[config.mk]
export PLATFORM = sky130hd
export DESIGN_NAME = topk_pop_queue_flat
export DESIGN_NICKNAME = d
export VERILOG_FILES = /design/src/rtl/topk_pkg.sv /design/src/rtl/topk_pop_queue_if.sv /design/src/rtl/topk_slot_ctl.sv /design/src/rtl/topk_pop_queue.sv /design/src/flat_wrapper.sv
export SDC_FILE = /design/constraint.sdc
export NUM_CORES = 1
export LEC_CHECK = 0
export ABC_AREA = 1
export CORE_MARGIN = 2
export CORE_UTILIZATION = 57
export DETAILED_ROUTE_END_ITERATION = 10
export PLACE_DENSITY = 0.75
export REMOVE_ABC_BUFFERS = 1
export SYNTH_ARGS = -nofsm -noshare
export SYNTH_HDL_FRONTEND = slang
export SYNTH_HIERARCHICAL = 1
export SYNTH_SLANG_ARGS = --single-unit
[constraint.sdc]
create_clock -name clk -period 2.6 [get_ports clk]
set_input_delay 0.65 -clock clk [delete_from_list [all_inputs] [get_ports clk]]
set_output_delay 0.65 -clock clk [all_outputs]
set_load 0.005 [all_outputs]
[src/rtl/topk_pkg.sv]
// Shared types for the top-k pop queue: default widths, data/count types and per-slot operations.
package topk_pkg;

    localparam int unsigned TOPK_DATA_WIDTH = 32;
    localparam int unsigned TOPK_DEPTH      = 8;
    localparam int unsigned TOPK_CNT_W      = $clog2(TOPK_DEPTH + 1);

    typedef logic [TOPK_DATA_WIDTH-1:0] data_t;
    typedef logic [TOPK_CNT_W-1:0]      cnt_t;

    typedef enum logic [1:0] {
        HOLD     = 2'd0,
        SHIFT_DN = 2'd1,
        SHIFT_UP = 2'd2,
        LOAD_DIN = 2'd3
    } slot_op_e;

endpackage

[src/rtl/topk_pop_queue_if.sv]
// Producer/consumer bundle of the top-k pop queue; master = environment side, slave = queue.
interface topk_pop_queue_if #(
    parameter int unsigned DATA_WIDTH = 32,
    parameter int unsigned CNT_W      = 4
);
    logic                  clear;
    logic                  in_valid;
    logic [DATA_WIDTH-1:0] din;
    logic                  out_valid;
    logic                  out_ready;
    logic [DATA_WIDTH-1:0] dout;
    logic [CNT_W-1:0]      count;
    logic                  evict;

    modport master (
        output clear, in_valid, din, out_ready,
        input  out_valid, dout, count, evict
    );

    modport slave (
        input  clear, in_valid, din, out_ready,
        output out_valid, dout, count, evict
    );
endinterface

[src/rtl/topk_slot_ctl.sv]
// Chooses the next-cycle operation of one sorted slot from local compare results.
module topk_slot_ctl
    import topk_pkg::*;
#(
    parameter bit FIRST = 1'b0
) (
    input  logic     i_push,
    input  logic     i_pop,
    input  logic     i_ge_self,
    input  logic     i_ge_prev,
    input  logic     i_ge_next,
    output slot_op_e o_op_c
);

    // ge_* mean "that slot is valid and holds a value >= din"; prefixes are contiguous
    always_comb begin
        o_op_c = HOLD;
        if (i_push && i_pop) begin
            if (i_ge_next)
                o_op_c = SHIFT_UP;
            else if (i_ge_self || FIRST)
                o_op_c = LOAD_DIN;
        end else if (i_push) begin
            if (!i_ge_self)
                o_op_c = i_ge_prev ? LOAD_DIN : SHIFT_DN;
        end else if (i_pop) begin
            o_op_c = SHIFT_UP;
        end
    end

endmodule

[src/rtl/topk_pop_queue.sv]
// Keeps the DEPTH largest values of a stream in a descending register array; pops largest-first.
module topk_pop_queue
    import topk_pkg::*;
#(
    parameter int unsigned DATA_WIDTH = 32,
    parameter int unsigned DEPTH      = 8,
    parameter int unsigned CNT_W      = $clog2(DEPTH + 1)
) (
    input  logic           clk,
    input  logic           resetn,
    topk_pop_queue_if.slave bus
);

    logic [DATA_WIDTH-1:0] r_entry     [DEPTH];
    logic [DEPTH-1:0]      r_valid;
    logic [CNT_W-1:0]      r_count;
    logic                  r_evict;

    logic [DATA_WIDTH-1:0] w_nxt       [DEPTH];
    logic [DATA_WIDTH-1:0] w_dn_src    [DEPTH];
    logic [DATA_WIDTH-1:0] w_up_src    [DEPTH];
    slot_op_e              w_op        [DEPTH];
    logic [DEPTH+1:0]      w_ge_ext;
    logic [DEPTH-1:0]      w_valid_nxt;
    logic [CNT_W-1:0]      w_count_nxt;
    logic                  w_evict_nxt;
    logic                  w_push;
    logic                  w_pop;
    logic                  w_full;

    assign w_push = bus.in_valid && !bus.clear;
    assign w_pop  = bus.out_ready && (r_count != '0) && !bus.clear;
    assign w_full = (r_count == CNT_W'(DEPTH));

    // Sentinels: above slot 0 counts as ">= din", below the last slot does not
    assign w_ge_ext[0]       = 1'b1;
    assign w_ge_ext[DEPTH+1] = 1'b0;

    for (genvar g = 0; g < DEPTH; g++) begin : g_slot
        assign w_ge_ext[g+1] = r_valid[g] && (r_entry[g] >= bus.din);

        if (g == 0) begin : g_first
            assign w_dn_src[g] = bus.din;
        end else begin : g_mid
            assign w_dn_src[g] = r_entry[g-1];
        end

        if (g == DEPTH - 1) begin : g_last
            assign w_up_src[g] = '0;
        end else begin : g_body
            assign w_up_src[g] = r_entry[g+1];
        end

        topk_slot_ctl #(
            .FIRST (g == 0)
        ) u_slot_ctl (
            .i_push    (w_push),
            .i_pop     (w_pop),
            .i_ge_self (w_ge_ext[g+1]),
            .i_ge_prev (w_ge_ext[g]),
            .i_ge_next (w_ge_ext[g+2]),
            .o_op_c    (w_op[g])
        );
    end

    always_comb begin
        w_count_nxt = r_count;
        w_evict_nxt = 1'b0;
        if (bus.clear) begin
            w_count_nxt = '0;
        end else if (w_push && !w_pop) begin
            if (w_full)
                w_evict_nxt = 1'b1;
            else
                w_count_nxt = r_count + CNT_W'(1);
        end else if (!w_push && w_pop) begin
            w_count_nxt = r_count - CNT_W'(1);
        end
    end

    // One mux per slot; valid bits follow the new occupancy so they stay contiguous
    always_comb begin
        for (int unsigned i = 0; i < DEPTH; i++) begin
            w_nxt[i] = r_entry[i];
            if (bus.clear) begin
                w_nxt[i] = '0;
            end else begin
                case (w_op[i])
                    SHIFT_DN: w_nxt[i] = w_dn_src[i];
                    SHIFT_UP: w_nxt[i] = w_up_src[i];
                    LOAD_DIN: w_nxt[i] = bus.din;
                    default:  w_nxt[i] = r_entry[i];
                endcase
            end
            w_valid_nxt[i] = (CNT_W'(i) < w_count_nxt);
        end
    end

    always_ff @(posedge clk or negedge resetn) begin
        if (!resetn) begin
            for (int unsigned i = 0; i < DEPTH; i++)
                r_entry[i] <= '0;
            r_valid <= '0;
            r_count <= '0;
            r_evict <= 1'b0;
        end else begin
            for (int unsigned i = 0; i < DEPTH; i++)
                r_entry[i] <= w_nxt[i];
            r_valid <= w_valid_nxt;
            r_count <= w_count_nxt;
            r_evict <= w_evict_nxt;
        end
    end

    assign bus.out_valid = (r_count != '0);
    assign bus.dout      = r_valid[0] ? r_entry[0] : '0;
    assign bus.count     = r_count;
    assign bus.evict     = r_evict;

endmodule

[src/flat_wrapper.sv]
// flat-port wrapper written by rule: the top's interface ports become plain ports
module topk_pop_queue_flat import topk_pkg::*;
#(
    parameter int unsigned DATA_WIDTH = 32,
    parameter int unsigned DEPTH      = 8,
    parameter int unsigned CNT_W      = $clog2(DEPTH + 1)
)
  (clk, resetn, bus_clear, bus_in_valid, bus_din, bus_out_ready, bus_out_valid, bus_dout, bus_count, bus_evict);
  topk_pop_queue_if #(.DATA_WIDTH(DATA_WIDTH), .CNT_W(CNT_W)) bus_i ();
  input  logic clk;
  input  logic resetn;
  input wire logic [$bits(bus_i.clear)-1:0] bus_clear;
  input wire logic [$bits(bus_i.in_valid)-1:0] bus_in_valid;
  input wire logic [$bits(bus_i.din)-1:0] bus_din;
  input wire logic [$bits(bus_i.out_ready)-1:0] bus_out_ready;
  output wire logic [$bits(bus_i.out_valid)-1:0] bus_out_valid;
  output wire logic [$bits(bus_i.dout)-1:0] bus_dout;
  output wire logic [$bits(bus_i.count)-1:0] bus_count;
  output wire logic [$bits(bus_i.evict)-1:0] bus_evict;
  assign bus_i.clear = bus_clear;
  assign bus_i.in_valid = bus_in_valid;
  assign bus_i.din = bus_din;
  assign bus_i.out_ready = bus_out_ready;
  assign bus_out_valid = bus_i.out_valid;
  assign bus_dout = bus_i.dout;
  assign bus_count = bus_i.count;
  assign bus_evict = bus_i.evict;
  topk_pop_queue #(.DATA_WIDTH(DATA_WIDTH), .DEPTH(DEPTH), .CNT_W(CNT_W)) u_core (.clk(clk), .resetn(resetn), .bus(bus_i));
endmodule
==> results.md, run 1 <==
- Outcome: did not finish
- Failed at: global routing
- Stop Error: [ERROR DPL-0038] Utilization greater than 100%, impossible to legalize
- Gpl congestion: approximately 0.9
- Floorplan row count: 69
- Largest net degree at the start of global routing: 79
- Htree depth: 2
- Input/output buffers: 74
- Hold Buf Count CTS: 0
- Seq/Total Area, Yosys: 0.324
- Syn avg cell area: between 7 and 8 sq um
- Chip Width: between 150 and 200 um
- Initial Util: 0.580
- Post-DP HPWL: 47900 um
- I/O Pins: 75
- Post-Place Worst Slack: -1.54 ns
- Yosys Warn Count: 6
- Synthesized instance count: roughly 2.8k
- Clk sinks: around 270
- GRT worst endpoint: u_core/r_entry[98]$_DFFE_PN0P_/D
- Worst End Pin Type: sequential cell input
- Flops & latches, synth: 268
- Mapped cell area: approximately 0.021 sq mm
- CTS root buf: clkbuf_16
- Post-synth ARST share: 1.00
- Synth Flop Type: dfrtp_1
- Post-synthesis cell type count: 41
- CTS Buf Count: 34
- Clock buffer depth: 3
- Die Height: 194 um
- Number of synthesized flops with an enable pin: 0
synthesized netlist by cell type (5+ instances only):
cell / n / share of area
dfrtp_1: 268 / 0.32
nand3_2: 5 / 0.0024
nand3_1: 129 / 0.031
nand2_1: 522 / 0.095
o22ai_1: 235 / 0.071
nand4_1: 31 / 0.0094
inv_1: 383 / 0.070
nor2_1: 101 / 0.018
o21ai_0: 338 / 0.082
o221ai_1: 31 / 0.013
a21oi_1: 266 / 0.064
a21o_1: 8 / 0.0029
buf_2: 25 / 0.0061
buf_1: 6 / 0.0011
ha_1: 266 / 0.16
clkinv_1: 21 / 0.0038
o21a_1: 16 / 0.0058
clkbuf_1: 112 / 0.020
o21ai_1: 12 / 0.0029
metrics by stage:
stage | setup TNS (ns) | hold slack (ns) | std cells | util | cell area, sq um
floorplan | -525.05 | 0.354 | 2666 | - | 20100
global placement | -313.01 | 0.532 | 3504 | 0.680 | 24300
detailed placement | -346.88 | 0.552 | 3504 | 0.680 | 24300
CTS | -56.36 | 0.0326 | 3708 | 0.878 | 31300
repair_timing:
item,in CTS
hold endpoints to repair,0
setup endpoints to repair,256
pin swaps,163
resized for setup,1160
setup buffers,96
gates cloned,53
logic make-up after synthesis:
logic type	after synthesis	synth area share
flops	268	0.324
fa+ha+maj	266	0.161
compound gates	915	0.246
buf+inv	555	0.104
xor+xnor	1	0.000424
simple gates	805	0.164
other cells	2	0.000363
==> inputs of run 2 (changes only) <==
CORE_UTILIZATION = 40   (was 57)
PLACE_DENSITY = not set   (was 0.75)
PLACE_DENSITY_LB_ADDON = 0.15   (was not set)
clock period = 3.4 ns   (was 2.6 ns; I/O delays follow)
==> run 2 against run 1 <==
The flow now finishes, with violations (setup timing); area after synthesis unchanged; synthesized cell count is the same.
==> results.md, run 2 <==
- Outcome: finished, violations left (was did not finish)
- Violated checks: setup timing
- Final net count: 3390
- Clk network pwr share: 0.354
- Biggest register: u_core/r_entry
- Post-Place Worst Slack: -1.10 ns (was -1.54 ns)
- R2R setup slack: 0.29 ns
- Vias in the first global route: 20.4k
- CTS tree: done
- Clock-pin slew on the worst setup and hold paths: roughly 0.06 ns
- Critical Path Sink Type: register
- Clock buffer depth: 3 (unchanged)
- Most common cell in the netlist: nand2_1 (unchanged)
- Adder-Cell Fraction of Synth Area: 0.161 (unchanged)
- Final setup fails: 2
- I/O Pins: 75 (unchanged)
- Reg2reg end: u_core/r_entry[34]
- R2R depth: 24
- Most instantiated cells after synthesis: nand2_1 (522), inv_1 (383), o21ai_0 (338), dfrtp_1 (268) (unchanged)
- Core area: 0.0512 sq mm
- Cell Chain, Critical Path: clkbuf_2, clkinv_1, buf_6, buf_4, ha_4, nand2_1, nor2_2, nand4_1, nor2_4, nand2_1, nand3_1, nand2_1, inv_2, inv_2, nand4_1, nand2_2, buf_6, ha_4, a21oi_4, clkinv_4, buf_12, a21oi_1, o21ai_1, o21ai_1
- Worst Hold Slack: 0.281 ns
- Mux cell area share after synthesis: 0 (unchanged)
- Max FFs per register: 256
- P&R area growth vs syn: 31.9%
- Mapped cell area: 0.0207 sq mm (unchanged)
- Floorplan row count: 83 (was 69)
- Post-synth top area share: 0.324 (unchanged)
- Post-DP HPWL: 50800 um (was 47900 um)
- Drt total wl: 70300 um
- GR Overflow Total: 0
- Crit-path max FO: 8
- Synth Flop Type: dfrtp_1 (unchanged)
- Post-route ant nets: 0
- Syn avg cell area: 7.35 sq um (unchanged)
- First DRT Iteration DRCs: about 1.7k
- Min Clock Period, post-route: 3.41 ns
- Net switching power: 3.48 mW
- PD cells: between 300 and 400 mW/mm^2
- Layout cell share with drive strength beyond 1: 0.216
- Die area: ~0.054 sq mm
- Initial DRT Pass Iterations: 5
- Chip Width: 231 um (was 194 um)
- Hold Buf Count CTS: 0 (unchanged)
- GRT Total Usage: 0.256
- Vias/cell: approximately 5.6
- Area leader, netlist: dfrtp_1 (unchanged)
- Fin worst setup slack: -0.00564 ns
- Worst path most repeated cell: nand2_1
- Via count: between 20k and 25k
- Most frequent cells in the layout: nand2_1 (481), inv_1 (349), dfrtp_1 (268)
- Part of the power in registers: 0.351
- Synthesized instance count: 2812 (unchanged)
- Flops & latches, synth: 268 (unchanged)
- Synth Area in Compound Gates: 0.246 (unchanged)
- Initial antenna violation count: 0
- Drt drc: 0
- Post-synthesis cell type count: 41 (unchanged)
- Crit-path max cell delay: ~0.28 ns
- Clk sinks: 268 (unchanged)
- Tcrit/Tclk final: 1.00
- Number of synthesized flops with an enable pin: 0 (unchanged)
- Gpl congestion: 0.862 (was 0.896)
- Worst min path class: primary input to asynchronous set/reset pin
- P_int: 6.99 mW
- Maxcap violations: 0
- CTS Buf Count: 36 (was 34)
- Slew @ Worst Pin: ~0.64 ns
- Worst reg2reg startpoint: u_core/r_entry[9]
- Yosys Warn Count: 6 (unchanged)
- Top post-synthesis cells by area: dfrtp_1 (32%), ha_1 (16%), nand2_1 (9.5%) (unchanged)
- Htree depth: 2 (unchanged)
- Critical-path top delay cell: ha_4
- Commonest non-fill, non-tap cell in the layout: nand2_1
- Routed len/inst: approximately 19 um
- XOR/XNOR share of the synthesized area: 0.000424 (unchanged)
- Seq/Total Area, Yosys: 0.324 (unchanged)
- Power share of the combinational group: 0.295
- Die Height: 231 um (was 194 um)
- Post-synth ARST share: 1.00 (unchanged)
- Peak Freq: about 290 MHz
- Post-Synth Simple-Gate Area: 0.164 (unchanged)
- Fin. Hold Viols: 0
- Kind of critical path: primary input to register
- Largest net degree at the start of global routing: 73
- Input/output buffers: 74 (unchanged)
- CTS root buf: clkbuf_16 (unchanged)
- Worst skew pair latency: roughly 0.55 ns
- Worst setup SP type: primary input
- Clock skew: about 0.016 ns
- Relative slew margins: 0.575
- Worst endpoint data arrival time: between 3 and 4 ns
- Critical Path RT: 3.87 ns
- LEAKAGE: ~13 nW
- IR drop worst, VDD: between 0.2 and 0.3 mV
- Ant diodes: 0
- Wire length of the first global-routing pass: 110000 um
- Final-report max-slew violation count: 0
- Sw Ratio: 0.332
- Dominant combinational cell family by area after synthesis: compound AO/OA/AOI/OAI gates (unchanged)
- Initial Util: 0.404 (was 0.580)
==> run 2: cell counts after synthesis <==
No cell type changed its count.
==> run 2: per-stage QoR <==
| stage | total power, mW | utilization | setup TNS [ns] | cells | instance area (sq um) |
|---|---|---|---|---|---|
| after floorplan | 5.09 | - | -371.45 | 2666 | 20100 |
| after global placement | 6.30 | 0.474 | -203.61 | 3682 | 24300 |
| after detailed placement | 6.38 | 0.474 | -217.18 | 3682 | 24300 |
| after CTS | 10.3 | 0.515 | 0 | 3769 | 26400 |
| after global routing | 11.0 | 0.533 | -5.22 | 3786 | 27300 |
| final | 10.5 | 0.533 | -0.00874 | 3786 | 27300 |
==> run 2: area by class of cell <==
type | instances | area, sq um
fill | 4735 | 23900
clock inverter | 3 | 65.1
clock buffer | 54 | 1050
multi-input combinational | 1989 | 13000
timing repair buffer | 383 | 4040
inverter | 409 | 1580
sequential | 268 | 6710
tap | 680 | 851
==> run 2: worst max path at each step <==
stage / from / end / slack (ns) / cells after the start
4_1_cts: bus_din[12] / u_core/r_entry[56] / 0.004 / 26
2_1_floorplan: bus_din[5] / u_core/r_entry[32] / -1.84 / 21
5_1_grt: bus_din[21] / u_core/r_entry[155] / -0.14 / 24
6_report: bus_din[21] / u_core/r_entry[155] / -0.006 / 24
3_5_place_dp: bus_din[31] / u_core/r_entry[204] / -1.10 / 21
3_3_place_gp: bus_din[31] / u_core/r_entry[202] / -1.04 / 21
==> run 2: layer usage <==
metal | GRT usage | vias to the layer above | part of all wire
met5 | 0 | - | 0
met1 | 0.359 | 10100 | 0.46
met2 | 0.420 | 626 | 0.46
met3 | 0.0274 | 108 | 0.047
li1 | - | 10300 | -
met4 | 0.0661 | 0 | 0.026
==> run 2: logic make-up (layout without fill, tap and decap cells) <==
family / Yosys count / after routing
adder cells (fa/ha/maj): 266 / 266
AO/OA/AOI/OAI: 915 / 915
flip-flops: 268 / 268
other: 2 / 2
AND/OR/NAND/NOR: 805 / 805
XOR/XNOR: 1 / 1
buffers and inverters: 555 / 849
==> run 2: power by group through the flow <==
stage	sequential [mW]	clock, mW	combinational (mW)
after floorplan	3.64	0	1.45
after detailed placement	3.70	0	2.67
final	3.67	3.71	3.09
after global placement	3.69	0	2.61
after global routing	3.70	3.91	3.40
after CTS	3.65	3.79	2.89
==> run 2: what timing repair did <==
action,in CTS,in global routing
hold endpoints to repair,0,0
pin swaps,39,53
setup buffers,21,9
cloned,9,9
gates resized for setup,258,259
endpoints found under the setup margin,226,224
==> run 2: critical path: cells and delay by family <==
| family | cells | cell delay, ns |
|---|---|---|
| compound gates | 4 | 0.47 |
| fa+ha+maj | 2 | 0.52 |
| buf+inv | 9 | 1.16 |
| simple gates | 9 | 0.86 |
(Power assumes the default switching activity.)
==> inputs of run 3 (changes only) <==
HOLD_SLACK_MARGIN = 0.08   (was not set)
==> results of run 3 <==
Final layout, timing and power as in run 2 (identical DEF).
